## src/rtl/mips_pkg.sv

```systemverilog
`default_nettype none
// ============================================================================
// Module   : mips_pkg
// Brief    : Shared word/entry types and store-buffer sizing.
// Revision : 1.0
// ============================================================================
package mips_pkg;

    typedef logic [31:0] word_t;

    typedef struct packed {
        word_t adr;
        word_t data;
    } sb_entry_t;

    localparam int SB_DEPTH = 4;

endpackage
`default_nettype wire

```

## src/rtl/sb_fwd_match.sv

```systemverilog
`default_nettype none
// ============================================================================
// Module   : sb_fwd_match
// Brief    : Combinational youngest-match search over the store buffer.
// Revision : 1.0
// ============================================================================
module sb_fwd_match
    import mips_pkg::*;
#(
    parameter int DEPTH = SB_DEPTH,
    parameter int WW    = 30,
    parameter int PTR_W = $clog2(DEPTH)
) (
    input  logic [WW-1:0]    entry_wadr_i [DEPTH],
    input  logic [DEPTH-1:0] valid_i,
    input  logic [PTR_W-1:0] rd_ptr_i,
    input  logic [WW-1:0]    lookup_wadr_i,
    output logic             hit_o,
    output logic [PTR_W-1:0] idx_o
);

    logic [PTR_W-1:0] w_slot;

    // Walk from oldest (rd_ptr) to youngest; a later match overrides an earlier one.
    always_comb begin
        hit_o  = 1'b0;
        idx_o  = '0;
        w_slot = '0;
        for (int k = 0; k < DEPTH; k++) begin
            w_slot = rd_ptr_i + PTR_W'(k);
            if (valid_i[w_slot] && (entry_wadr_i[w_slot] == lookup_wadr_i)) begin
                hit_o = 1'b1;
                idx_o = w_slot;
            end
        end
    end

endmodule
`default_nettype wire

```

## src/rtl/store_buffer.sv

```systemverilog
`default_nettype none
// ============================================================================
// Module   : store_buffer
// Brief    : Posted-write FIFO between MEM stage and data memory with
//            store-to-load forwarding and full-stall.
// Revision : 1.0
// ============================================================================
module store_buffer
    import mips_pkg::*;
#(
    parameter int DEPTH = SB_DEPTH,
    parameter int AW    = 32,
    parameter int DW    = 32
) (
    input  logic          clk,
    input  logic          reset,
    input  logic          memwrite,
    input  logic [AW-1:0] adr,
    input  logic [DW-1:0] writedata,
    input  logic          memread,
    input  logic [AW-1:0] rd_adr,
    output logic          stall,
    output logic          fwd_hit,
    output logic [DW-1:0] fwd_data,
    output logic          mem_we,
    output logic [AW-1:0] mem_adr,
    output logic [DW-1:0] mem_wdata,
    input  logic          mem_ready
);

    localparam int                 c_PTR_W    = $clog2(DEPTH);
    localparam int                 c_CNT_W    = c_PTR_W + 1;
    localparam logic [c_CNT_W-1:0] c_FULL_CNT = c_CNT_W'(DEPTH);

    logic [c_PTR_W-1:0] wr_ptr_q, wr_ptr_d;
    logic [c_PTR_W-1:0] rd_ptr_q, rd_ptr_d;
    logic [c_CNT_W-1:0] count_q, count_d;
    logic [DEPTH-1:0]   valid_q, valid_d;

    logic [AW-1:0]      adr_q  [DEPTH];
    logic [DW-1:0]      data_q [DEPTH];
    logic [AW-3:0]      w_entry_wadr [DEPTH];

    logic               w_full;
    logic               w_empty;
    logic               w_push;
    logic               w_pop;
    logic               w_inc_hit;
    logic               w_buf_hit;
    logic [c_PTR_W-1:0] w_buf_idx;
    logic               w_unused;

    assign w_full  = (count_q == c_FULL_CNT);
    assign w_empty = (count_q == '0);
    // A drain in the same cycle never frees room for a store presented while full.
    assign w_push  = memwrite & ~w_full;
    assign w_pop   = ~w_empty & mem_ready;

    always_comb begin
        wr_ptr_d = wr_ptr_q;
        rd_ptr_d = rd_ptr_q;
        valid_d  = valid_q;
        count_d  = count_q + c_CNT_W'(w_push) - c_CNT_W'(w_pop);
        if (w_push) begin
            valid_d[wr_ptr_q] = 1'b1;
            wr_ptr_d          = wr_ptr_q + c_PTR_W'(1);
        end
        if (w_pop) begin
            valid_d[rd_ptr_q] = 1'b0;
            rd_ptr_d          = rd_ptr_q + c_PTR_W'(1);
        end
    end

    always_ff @(posedge clk or posedge reset) begin
        if (reset) begin
            wr_ptr_q <= '0;
            rd_ptr_q <= '0;
            count_q  <= '0;
            valid_q  <= '0;
        end else begin
            wr_ptr_q <= wr_ptr_d;
            rd_ptr_q <= rd_ptr_d;
            count_q  <= count_d;
            valid_q  <= valid_d;
        end
    end

    generate
        for (genvar g = 0; g < DEPTH; g++) begin : g_entry
            always_ff @(posedge clk) begin
                if (w_push && (wr_ptr_q == c_PTR_W'(g))) begin
                    adr_q[g]  <= adr;
                    data_q[g] <= writedata;
                end
            end
            assign w_entry_wadr[g] = adr_q[g][AW-1:2];
        end
    endgenerate

    assign stall     = w_full;
    assign mem_we    = ~w_empty;
    assign mem_adr   = w_empty ? '0 : adr_q[rd_ptr_q];
    assign mem_wdata = w_empty ? '0 : data_q[rd_ptr_q];

    sb_fwd_match #(
        .DEPTH (DEPTH),
        .WW    (AW - 2),
        .PTR_W (c_PTR_W)
    ) u_fwd_match (
        .entry_wadr_i  (w_entry_wadr),
        .valid_i       (valid_q),
        .rd_ptr_i      (rd_ptr_q),
        .lookup_wadr_i (rd_adr[AW-1:2]),
        .hit_o         (w_buf_hit),
        .idx_o         (w_buf_idx)
    );

    assign w_inc_hit = memread & w_push & (adr[AW-1:2] == rd_adr[AW-1:2]);

    always_comb begin
        fwd_hit  = 1'b0;
        fwd_data = '0;
        if (w_inc_hit) begin
            fwd_hit  = 1'b1;
            fwd_data = writedata;
        end else if (memread && w_buf_hit) begin
            fwd_hit  = 1'b1;
            fwd_data = data_q[w_buf_idx];
        end
    end

    // Matching is on word addresses; the byte offset of a load is irrelevant.
    assign w_unused = ^rd_adr[1:0];

endmodule
`default_nettype wire

```

## config.mk

```make
export PLATFORM = sky130hd
export DESIGN_NAME = store_buffer
export DESIGN_NICKNAME = d
export VERILOG_FILES = /design/src/rtl/mips_pkg.sv /design/src/rtl/sb_fwd_match.sv /design/src/rtl/store_buffer.sv
export SDC_FILE = /design/constraint.sdc
export NUM_CORES = 1
export LEC_CHECK = 0
export ABC_AREA = 1
export CAP_MARGIN = 20
export CORE_ASPECT_RATIO = 0.9
export CORE_MARGIN = 2
export CORE_UTILIZATION = 46
export CTS_CLUSTER_DIAMETER = 50
export DETAILED_ROUTE_END_ITERATION = 6
export PLACE_DENSITY = 0.68
export SYNTH_ARGS = -nofsm -noshare
export SYNTH_HDL_FRONTEND = slang
export SYNTH_SLANG_ARGS = --single-unit
export TNS_END_PERCENT = 5
```

## constraint.sdc

```tcl
create_clock -name clk -period 7.19 [get_ports clk]
set_clock_uncertainty 0.05 [all_clocks]
set_input_delay 1.438 -clock clk [delete_from_list [all_inputs] [get_ports clk]]
set_output_delay 1.438 -clock clk [all_outputs]
set_load 0.05 [all_outputs]
```

==> summary.md <==
| Metric | Value |
|---|---|
| Status | `complete, no violations` |
| Hold Vio Cnt, Final | `0` |
| DRC | `0` |
| Peak VDD IR | `approximately 370 uV` |
| Worst reg-to-reg path cell count | `12` |
| Fill cells | `around 3,200` |
| Power per cell area | `around 500 nW/um^2` |
| Vias in the first global route | `between 15,000 and 20,000` |
| Reg area | `about 8000 sq um` |
| Via/cell ratio | `5.69` |
| Setup TNS | `0 ns` |
| Grt total ovfl | `0` |
| Measured slew at the worst slew-check pin | `1.06 ns` |
| N_diodes | `0` |
| Top cells by area, synth | `edfxtp_1 (46%), nand2_1 (20%), nand3_1 (13%), inv_1 (3.6%), a21oi_1 (3.1%)` |
| Period utilisation layout | `roughly nine tenths` |
| Leak | `between 9 and 10 nW` |
| Port Buffers | `197` |
| Min cycle time layout | `between 6 and 7 ns` |
| RSZ-0062 raised after global routing | `no` |
| Layout Nets | `2,537` |
| Fmax | `roughly 0.15 GHz` |
| Most frequent cells in the layout | `nand2_1 (899), nand3_1 (423), edfxtp_1 (256)` |
| Share of layout cells above drive strength 1 | `between 5 and 6%` |
| CTS tree | `yes` |
| ANT nets after route | `0` |
| Initial antenna violation count | `3` |
| First-pass GRT wire length | `roughly 86,000 um` |
| Clock power share | `around 18%` |
| R2R Path End | `count_q[2]` |
| Count of cell types in the netlist | `34` |
| Detailed Place HPWL | `around 36,000 um` |
| Rel. slew slack | `between 20% and 30%` |
| Slowest CP cell | `clkdlybuf4s50_1` |
| Starting density of the core | `a little under half` |
| CP startpoint | `rd_adr[5]` |
| Placed insts | `around 2,900` |
| Most numerous cell on the critical path | `nand2_1` |
| CP Class | `in2out` |
| DR vias | `16,700` |
| R2R Setup Slk | `approximately 4.1 ns` |
| PostCTS Resize Cnt | `0` |
| CP Cell Sequence | `clkdlybuf4s50_1 > inv_1 > nand3_1 > nand2_1 > inv_1 > nand2_1 > nor2_1 > nand2_1 > nor2_1 > nand2_1 > nand2_1 > nand2_2 > nand2_2 > buf_4 > nand2_1 > nand2_1 > nand2_1 > nand3_1 > nand2_1 > buf_12` |
| Inserted Clock Buffers | `37` |
| Die footprint | `about 38,000 sq um` |
| CP startpoint kind | `input port` |
| Crit path DAT | `about 5 ns` |
| Synth area leader | `edfxtp_1` |
| Largest net degree at the start of global routing | `197` |
| Core box area | `about 36,000 sq um` |
| Cells on Worst Hold Path | `2` |
| Sw frac | `51.4%` |
| Drt pass-1 iters | `7` |
| Comb pwr share | `around three fifths` |
| Hold Startpoint | `valid_q[2]` |
| Syn Inst Count | `2,285` |
| Die W | `between 200 and 250 um` |
| Multi-input logic area | `roughly 7700 sq um` |
| Setup crit end kind | `output pin` |
| Aggregate routed wire length | `roughly 56,000 um` |
| GP Congestion | `around 0.96` |
| Worst Hold Class | `reg2reg` |
| Net Switching | `5.27 mW` |
| CP max FO | `46` |
| Worst-path clk slew | `roughly 0.05 ns` |
| Post-Layout Cell Count | `2,927` |
| Sequential Power Share | `a little over a fifth` |
| Crit path buf inv count | `5` |
| Clock Sinks | `about 270` |
| Synthesized Nets | `between 2,000 and 2,500` |
| H-tree depth | `2` |
| Global Route Usage Sum | `a little under 30%` |
| Worst R2R Start | `count_q[0]` |
| Starting DRC count in detailed routing | `about 2,100` |
| Max clock buf depth | `3` |
| Max Slew Vio Count | `0` |
| Clk_lat worst skew | `0.52 ns` |
| Register area share after synthesis | `47.2%` |
| Synthesized flop and latch total | `about 270` |
| IO Pins | `200` |
| DIE HEIGHT | `186 um` |
| CP max stage delay | `0.71 ns` |
| Area delta synth->final | `22.6%` |
| Synth warnings | `0` |
| Synthesized area | `16,900 sq um` |
| Total setup buffers inserted after CTS | `0` |
| Worst endpoint required time | `approximately 5.7 ns` |
| Cell family with most CP delay | `simple AND/OR/NAND/NOR gates` |
| Max-cap violations | `0` |
| Most common cell after layout, fill and taps aside | `nand2_1` |
| Cell Int Power | `4.98 mW` |
| Row count | `between 60 and 70` |
| Area share of the largest cell type after synthesis | `a little under half` |
| Syn_area_per_cell | `7.38 sq um` |
| Final setup violating endpoints | `0` |
| Clock tree root driver cell | `clkbuf_16` |
| DR WL/cell | `19.2 um` |
| Post-CTS Hold Buffers | `0` |
| Endpoint of the worst hold path | `valid_q[2]` |
synthesized netlist by cell type:
library cell and instances:
inv_1 162, nor3_1 1, nand3b_1 32, edfxtp_1 256, nand3_1 423, a211oi_1 1, fa_1 1, xnor2_1 8
buf_4 7, a21oi_1 106, ha_1 10, buf_6 6, inv_2 3, nand2_1 901, nor4_1 4, clkbuf_1 34
dfrtp_1 11, o21ai_0 90, o31ai_1 1, buf_1 13, buf_2 59, o22ai_1 3, a221oi_1 2, a22o_1 3
nor2_1 122, o211ai_1 1, nand2_2 1, o21ai_1 3, nor4b_1 1, o221ai_1 1, nand4_1 6, or2_2 2
and2_1 1, xor2_1 10
metrics by stage:
stage | hold slack (ns) | worst slack [ns] | power [mW] | utilization (%) | cell area (sq um)
finish | 0.476 | 0.583 | 10.2 | 57.2 | 20700
global route | 0.541 | 0.277 | 10.8 | 57.2 | 20700
CTS | 0.479 | 0.691 | 10.2 | 57.2 | 20700
detailed placement | 0.468 | 0.707 | 8.30 | 53.8 | 19400
global placement | 0.464 | 0.808 | 8.21 | 53.8 | 19400
floorplan | 0.441 | 1.96 | 6.42 | - | 16900
per-layer routing:
metal | global-route usage, % | part of all wire (%) | vias up
li1 | - | - | 7875
met1 | 40.6 | 41 | 7704
met2 | 46.6 | 45 | 952
met3 | 5.22 | 11 | 130
met4 | 9.46 | 3.0 | 4
met5 | 0 | 0.048 | -
power groups by stage:
stage	clock (mW)	sequential, mW	combinational [mW]
final	1.85	2.19	6.21
after global routing	1.92	2.22	6.70
after CTS	1.87	2.19	6.11
after detailed placement	0	2.22	6.09
after global placement	0	2.20	6.00
after floorplan	0	2.21	4.22
sequential cells by signal, indices dropped and copies added, names as in the netlist:
name / cells
adr_q: 128
count_q: 3
data_q: 128
rd_ptr_q: 2
valid_q: 4
wr_ptr_q: 2
worst reg2reg max path: stages, from the launching register on:
cell	delay (ns)
dfrtp_1	0.41
nor3_2	0.21
buf_4	0.53
inv_1	0.15
nand2_1	0.20
inv_1	0.17
ha_1	0.31
inv_1	0.05
ha_1	0.13
inv_1	0.05
fa_1	0.41
xnor2_1	0.19
xor2_1	0.17
worst max-delay path by stage:
stage              endpoint  slack [ns]  cells after the start
6_report       fwd_data[16]        0.58                     20
5_1_grt        fwd_data[25]        0.28                     20
4_1_cts        fwd_data[16]        0.69                     20
3_5_place_dp   fwd_data[16]        0.71                     20
3_3_place_gp   fwd_data[17]        0.81                     20
2_1_floorplan  fwd_data[10]        1.96                     26
area by class of cell:
class | instances | area share [%]
clock buffer | 40 | 4.53
clock inverter | 25 | 1.40
inverter | 165 | 3.03
multi-input combinational | 1734 | 37.5
sequential | 267 | 38.6
tap | 476 | 2.88
timing repair buffer | 220 | 12.2
cells by family after synthesis:
kind of cell	share of synthesized area (%)
simple gates	37.3
fa+ha+maj	0.861
compound gates	6.46
xor+xnor	0.935
flops	47.2
buf+inv	7.18
Note: power is estimated with default switching activity, not from simulation.
